===== config.mk =====
export PLATFORM = sky130hd
export DESIGN_NAME = eco_equiv_sweeper
export DESIGN_NICKNAME = d
export VERILOG_FILES = /design/src/rtl/eco_equiv_sweeper.sv
export SDC_FILE = /design/constraint.sdc
export NUM_CORES = 1
export LEC_CHECK = 0
export BUFFER_PORTS_ARGS = -buffer_cell sky130_fd_sc_hd__buf_2
export CAP_MARGIN = 20
export CORE_MARGIN = 2
export CORE_UTILIZATION = 52
export CTS_CLUSTER_DIAMETER = 150
export DETAILED_ROUTE_END_ITERATION = 7
export PLACE_DENSITY = 0.79
export SETUP_SLACK_MARGIN = 0.3
export SYNTH_ARGS = -nofsm -noshare
export SYNTH_HDL_FRONTEND = slang
export SYNTH_SLANG_ARGS = --single-unit

===== constraint.sdc =====
create_clock -name clk -period 6.7 [get_ports clk]
set_clock_uncertainty 0.05 [all_clocks]
set_input_delay 0.67 -clock clk [delete_from_list [all_inputs] [get_ports clk]]
set_output_delay 0.67 -clock clk [all_outputs]
set_load 0.01 [all_outputs]

===== src/rtl/eco_equiv_sweeper.sv =====
// Exhaustive equivalence sweeper for an ECO-patched combinational netlist.
// Walks every (a,b) pair through the patched and golden netlists, counts
// result mismatches (saturating), captures the first failing vector and
// reports a pass/fail verdict with a one-cycle done pulse.
module eco_equiv_sweeper #(
  parameter int WIDTH = 4,
  parameter int CNT_W = 9
) (
  input  logic             clk,
  input  logic             rst_n,
  input  logic             start,
  output logic [WIDTH-1:0] a_out,
  output logic [WIDTH-1:0] b_out,
  input  logic [WIDTH-1:0] y_dut,
  input  logic [WIDTH-1:0] y_ref,
  output logic             busy,
  output logic             done,
  output logic             pass,
  output logic [CNT_W-1:0] mismatch_cnt,
  output logic             fail_valid,
  output logic [WIDTH-1:0] fail_a,
  output logic [WIDTH-1:0] fail_b,
  output logic [WIDTH-1:0] fail_diff
);

  localparam int IW = 2 * WIDTH;

  typedef enum logic [1:0] {IDLE, RUN, DONE} state_t;

  // First-fail capture record
  typedef struct packed {
    logic             vld;
    logic [WIDTH-1:0] a;
    logic [WIDTH-1:0] b;
    logic [WIDTH-1:0] diff;
  } fail_t;

  state_t           state, state_nxt;
  logic [IW-1:0]    idx;
  logic [CNT_W-1:0] cnt, cnt_nxt;
  fail_t            fcap;
  logic             pass_q;
  logic             mism;
  logic             last_vec;

  // Operands come straight from the vector index; idx is held on the last
  // vector so a_out/b_out keep showing it through DONE and IDLE.
  assign a_out        = idx[IW-1:WIDTH];
  assign b_out        = idx[WIDTH-1:0];
  assign mism         = (y_dut != y_ref);
  assign last_vec     = (idx == {IW{1'b1}});
  assign busy         = (state == RUN);
  assign done         = (state == DONE);
  assign pass         = pass_q;
  assign mismatch_cnt = cnt;
  assign fail_valid   = fcap.vld;
  assign fail_a       = fcap.a;
  assign fail_b       = fcap.b;
  assign fail_diff    = fcap.diff;

  // Saturating mismatch count for the vector currently on the operands
  always_comb begin
    cnt_nxt = cnt;
    if (mism && (cnt != {CNT_W{1'b1}}))
      cnt_nxt = cnt + 1'b1;
  end

  // Next-state: IDLE waits for start, RUN ends on the last vector, DONE lasts one cycle
  always_comb begin
    state_nxt = state;
    case (state)
      IDLE:    if (start) state_nxt = RUN;
      RUN:     if (last_vec) state_nxt = DONE;
      DONE:    state_nxt = IDLE;
      default: state_nxt = IDLE;
    endcase
  end

  // State, vector index, mismatch count, first-fail capture and verdict
  always_ff @(posedge clk) begin
    if (!rst_n) begin
      state  <= IDLE;
      idx    <= '0;
      cnt    <= '0;
      fcap   <= '0;
      pass_q <= 1'b0;
    end else begin
      state <= state_nxt;
      case (state)
        IDLE: begin
          if (start) begin
            idx    <= '0;
            cnt    <= '0;
            fcap   <= '0;
            pass_q <= 1'b0;
          end
        end
        RUN: begin
          cnt <= cnt_nxt;
          if (mism && !fcap.vld)
            fcap <= '{vld: 1'b1, a: a_out, b: b_out, diff: y_dut ^ y_ref};
          if (last_vec)
            pass_q <= (cnt_nxt == '0);
          else
            idx <= idx + 1'b1;
        end
        default: ;
      endcase
    end
  end

endmodule

==> impl_metrics.py <==
metrics = {
    "timing": {
        "drv_slew": 0,
        "rsz0062_at_grt": "no",
        "fmax_ghz": 0.3502,
        "hold_ws_ns": 0.4562,
        "setup_violations": 0,
        "worstMarginPinSlew_ns": 0.8188,
        "period_needed_ns": 2.855,
        "finalCritPeriodShare_pct": 42.62,
        "hold_viol": 0,
        "fin_setup_tns_ns": 0,
        "relSlewSlack_pct": 45.12,
        "setup_ws_ns": 3.845,
    },
    "detailed_routing": {
        "ant_nets": 0,
        "firstDrtPassIters": 4,
        "first_iter_violations": 72,
        "via_count": 1549,
        "via_per_inst": 5.633,
        "finalWirelength_mm": 3.750,
        "wire_per_inst_um": 13.64,
        "drcViolationCount": 0,
    },
    "finish": {
        "mostFrequentLayoutCells": "buf_2, dfxtp_1, nor2b_1",
        "fillers": 281,
        "synthToLayoutAreaGrowth_pct": 17.88,
        "regArea_um2": 660.6,
        "mostFrequentLayoutCell": "buf_2",
        "layout.cells.non_filler": 275,
        "final_net_count": 244,
        "drive_gt1_share_pct": 24.68,
        "multiInputGateArea_um2": 922.1,
        "n_antenna_cell": 0,
    },
    "critical_path": {
        "critPathKind": "reg2reg",
        "endpoint_kind": "register",
        "crit_required_ns": 6.90,
        "crit_arrival_ns": 3.06,
        "crit_fanout": 16,
        "worstSetupStartpointType": "register",
    },
    "floorplan": {
        "dieArea_mm2": 0.003614,
        "die_h_um": 60.12,
        "die_w_um": 60.12,
        "coreArea_mm2": 0.003028,
        "io_pins": 44,
        "row_count": 20,
        "start_util_pct": 54.09,
    },
    "logic_synthesis": {
        "seq_area_frac_synth_pct": 40.34,
        "synth-adder-area-share_pct": 2.292,
        "syn_nets": 203,
        "synth_top_family_by_area": "simple AND/OR/NAND/NOR gates",
        "async_flop_share_pct": 0,
        "ys_types": 40,
        "yosysWarnings": 0,
        "synth-xor-area-share_pct": 4.813,
        "synth-compound-area-share_pct": 22.84,
        "syn_area_mm2": 0.001638,
        "ys_ff_latch": 33,
        "netlist_instances": 189,
        "synth_edf_count": 0,
        "synth-main-ff-cell": "dfxtp_1",
        "synth_mux_area_share_pct": 0.6875,
        "synth.avg_cell_area_um2": 8.666,
        "yosys.area_share.simple_pct": 25.36,
    },
    "clocking": {
        "cts_resized": 0,
        "insertion_delay_ns": 0.34,
        "numCtsBuffers": 5,
        "cts_setup_buffers": 0,
        "cts_buffer_depth": 2,
        "cts_tree": "done",
        "hold_buffers": 0,
        "htreeDepth": 2,
        "path_clk_slew_ns": 0.10,
        "cts_root_buffer": "clkbuf_4",
        "cts_sinks": 33,
    },
    "grt": {
        "grt_max_degree": 30,
        "grt_pass1_wl_mm": 5.892,
        "antenna_found_initial": 0,
        "grtUsageMet2_pct": 29.35,
        "use_met1_pct": 31.75,
        "grt_overflow": 0,
        "grt.total_usage_pct": 21.65,
        "grt_util_met3_pct": 8.225,
        "grt.busiest_layer": "met1",
        "grt_pass1_vias": 1227,
    },
    "place": {
        "dp_hpwl_mm": 2.563,
        "gp_congestion": 0.8488,
        "place_ws_ns": 3.934,
        "dp_cells": 267,
        "port_buffers": 43,
    },
    "power_and_ir_drop": {
        "power.total_uw": 356.9,
        "vdd_drop_max_uv": 116.5,
        "leakagePower_uw": 0.0008564,
        "powerDensity_mw_per_mm2": 184.9,
    },
    "flow_run": {
        "maxCapViolCount": 0,
    },
    "min_path": {
        "min_path_type": "reg2reg",
    },
    "outcome": {
        "status": "completed",
    },
}
-- layer usage --
layer  part of all wire [%]  wire, µm  vias to the layer above
li1                       -         -                      771
met1                     51      1894                      718
met2                     42      1580                       53
met3                    6.0       224                        7
met4                    1.4        51                        0
met5                      0         0                        -
-- final timing paths --
| path | to | start | slack (ns) | cells after the start |
|---|---|---|---|---|
| worst max-delay path | pass | mismatch_cnt[0] | 3.84 | 11 |
| worst min-delay path | pass | pass | 0.46 | 2 |
| worst max register to register | pass | mismatch_cnt[0] | 3.84 | 11 |
| worst min register to register | pass | pass | 0.46 | 2 |
-- metrics by stage --
| step | utilization [%] | cell area, µm² |
|---|---|---|
| finish | 63.76 | 1931 |
| global route | 63.76 | 1931 |
| CTS | 63.76 | 1931 |
| detailed placement | 61.94 | 1876 |
| global placement | 61.94 | 1876 |
| floorplan | - | 1638 |
-- cell type report --
| class | instances | area share, % |
|---|---|---|
| multi-input combinational | 141 | 47.76 |
| sequential | 33 | 34.22 |
| timing repair buffer | 43 | 11.15 |
| tap | 44 | 2.852 |
| clock buffer | 5 | 1.944 |
| inverter | 6 | 1.167 |
| clock inverter | 3 | 0.9073 |
-- power breakdown --
group | internal, µW | switching, µW
Combinational | 15.0 | 26.9
Sequential | 200 | 4.69
Clock | 39.5 | 70.9
Total | 254 | 102
-- Yosys cell counts (6+ instances only) --
cell	count	area, µm²
xor2_1	8	70.07
o21ai_0	8	40.04
nor2b_1	21	131.4
nand3_1	6	30.03
and3_1	8	50.05
a21oi_1	8	40.04
nor2_1	11	41.29
a22oi_1	14	105.1
dfxtp_1	33	660.6
nand2_1	13	48.80
clkbuf_1	6	22.52
-- sequential cells by signal, summed over array words and instances, names as in the netlist --
signal	cells
fail_valid	1
fail_diff	4
fail_b	4
state	2
idx	8
fail_a	4
pass	1
mismatch_cnt	9
-- logic make-up (layout without fill, tap and decap cells) --
group,Yosys count,count (layout)
AOI/OAI and AO/OA,51,51
and+or+nand+nor,77,77
muxes,1,1
DFF,33,33
adders and majority gates,3,3
buffers and inverters,15,57
xor gates and xnor gates,9,9
-- worst max-delay path: stages (launching register included) --
cell and delay [ns]:
dfxtp_1 0.39, ha_1 0.30, and3_1 0.23, nand3_1 0.16
nor2_1 0.07, ha_1 0.18, inv_1 0.07, o41a_1 0.53
nand2b_1 0.18, o21ai_1 0.16, a31oi_1 0.12, o41ai_2 0.33
Power figures use the tool's default switching activity.
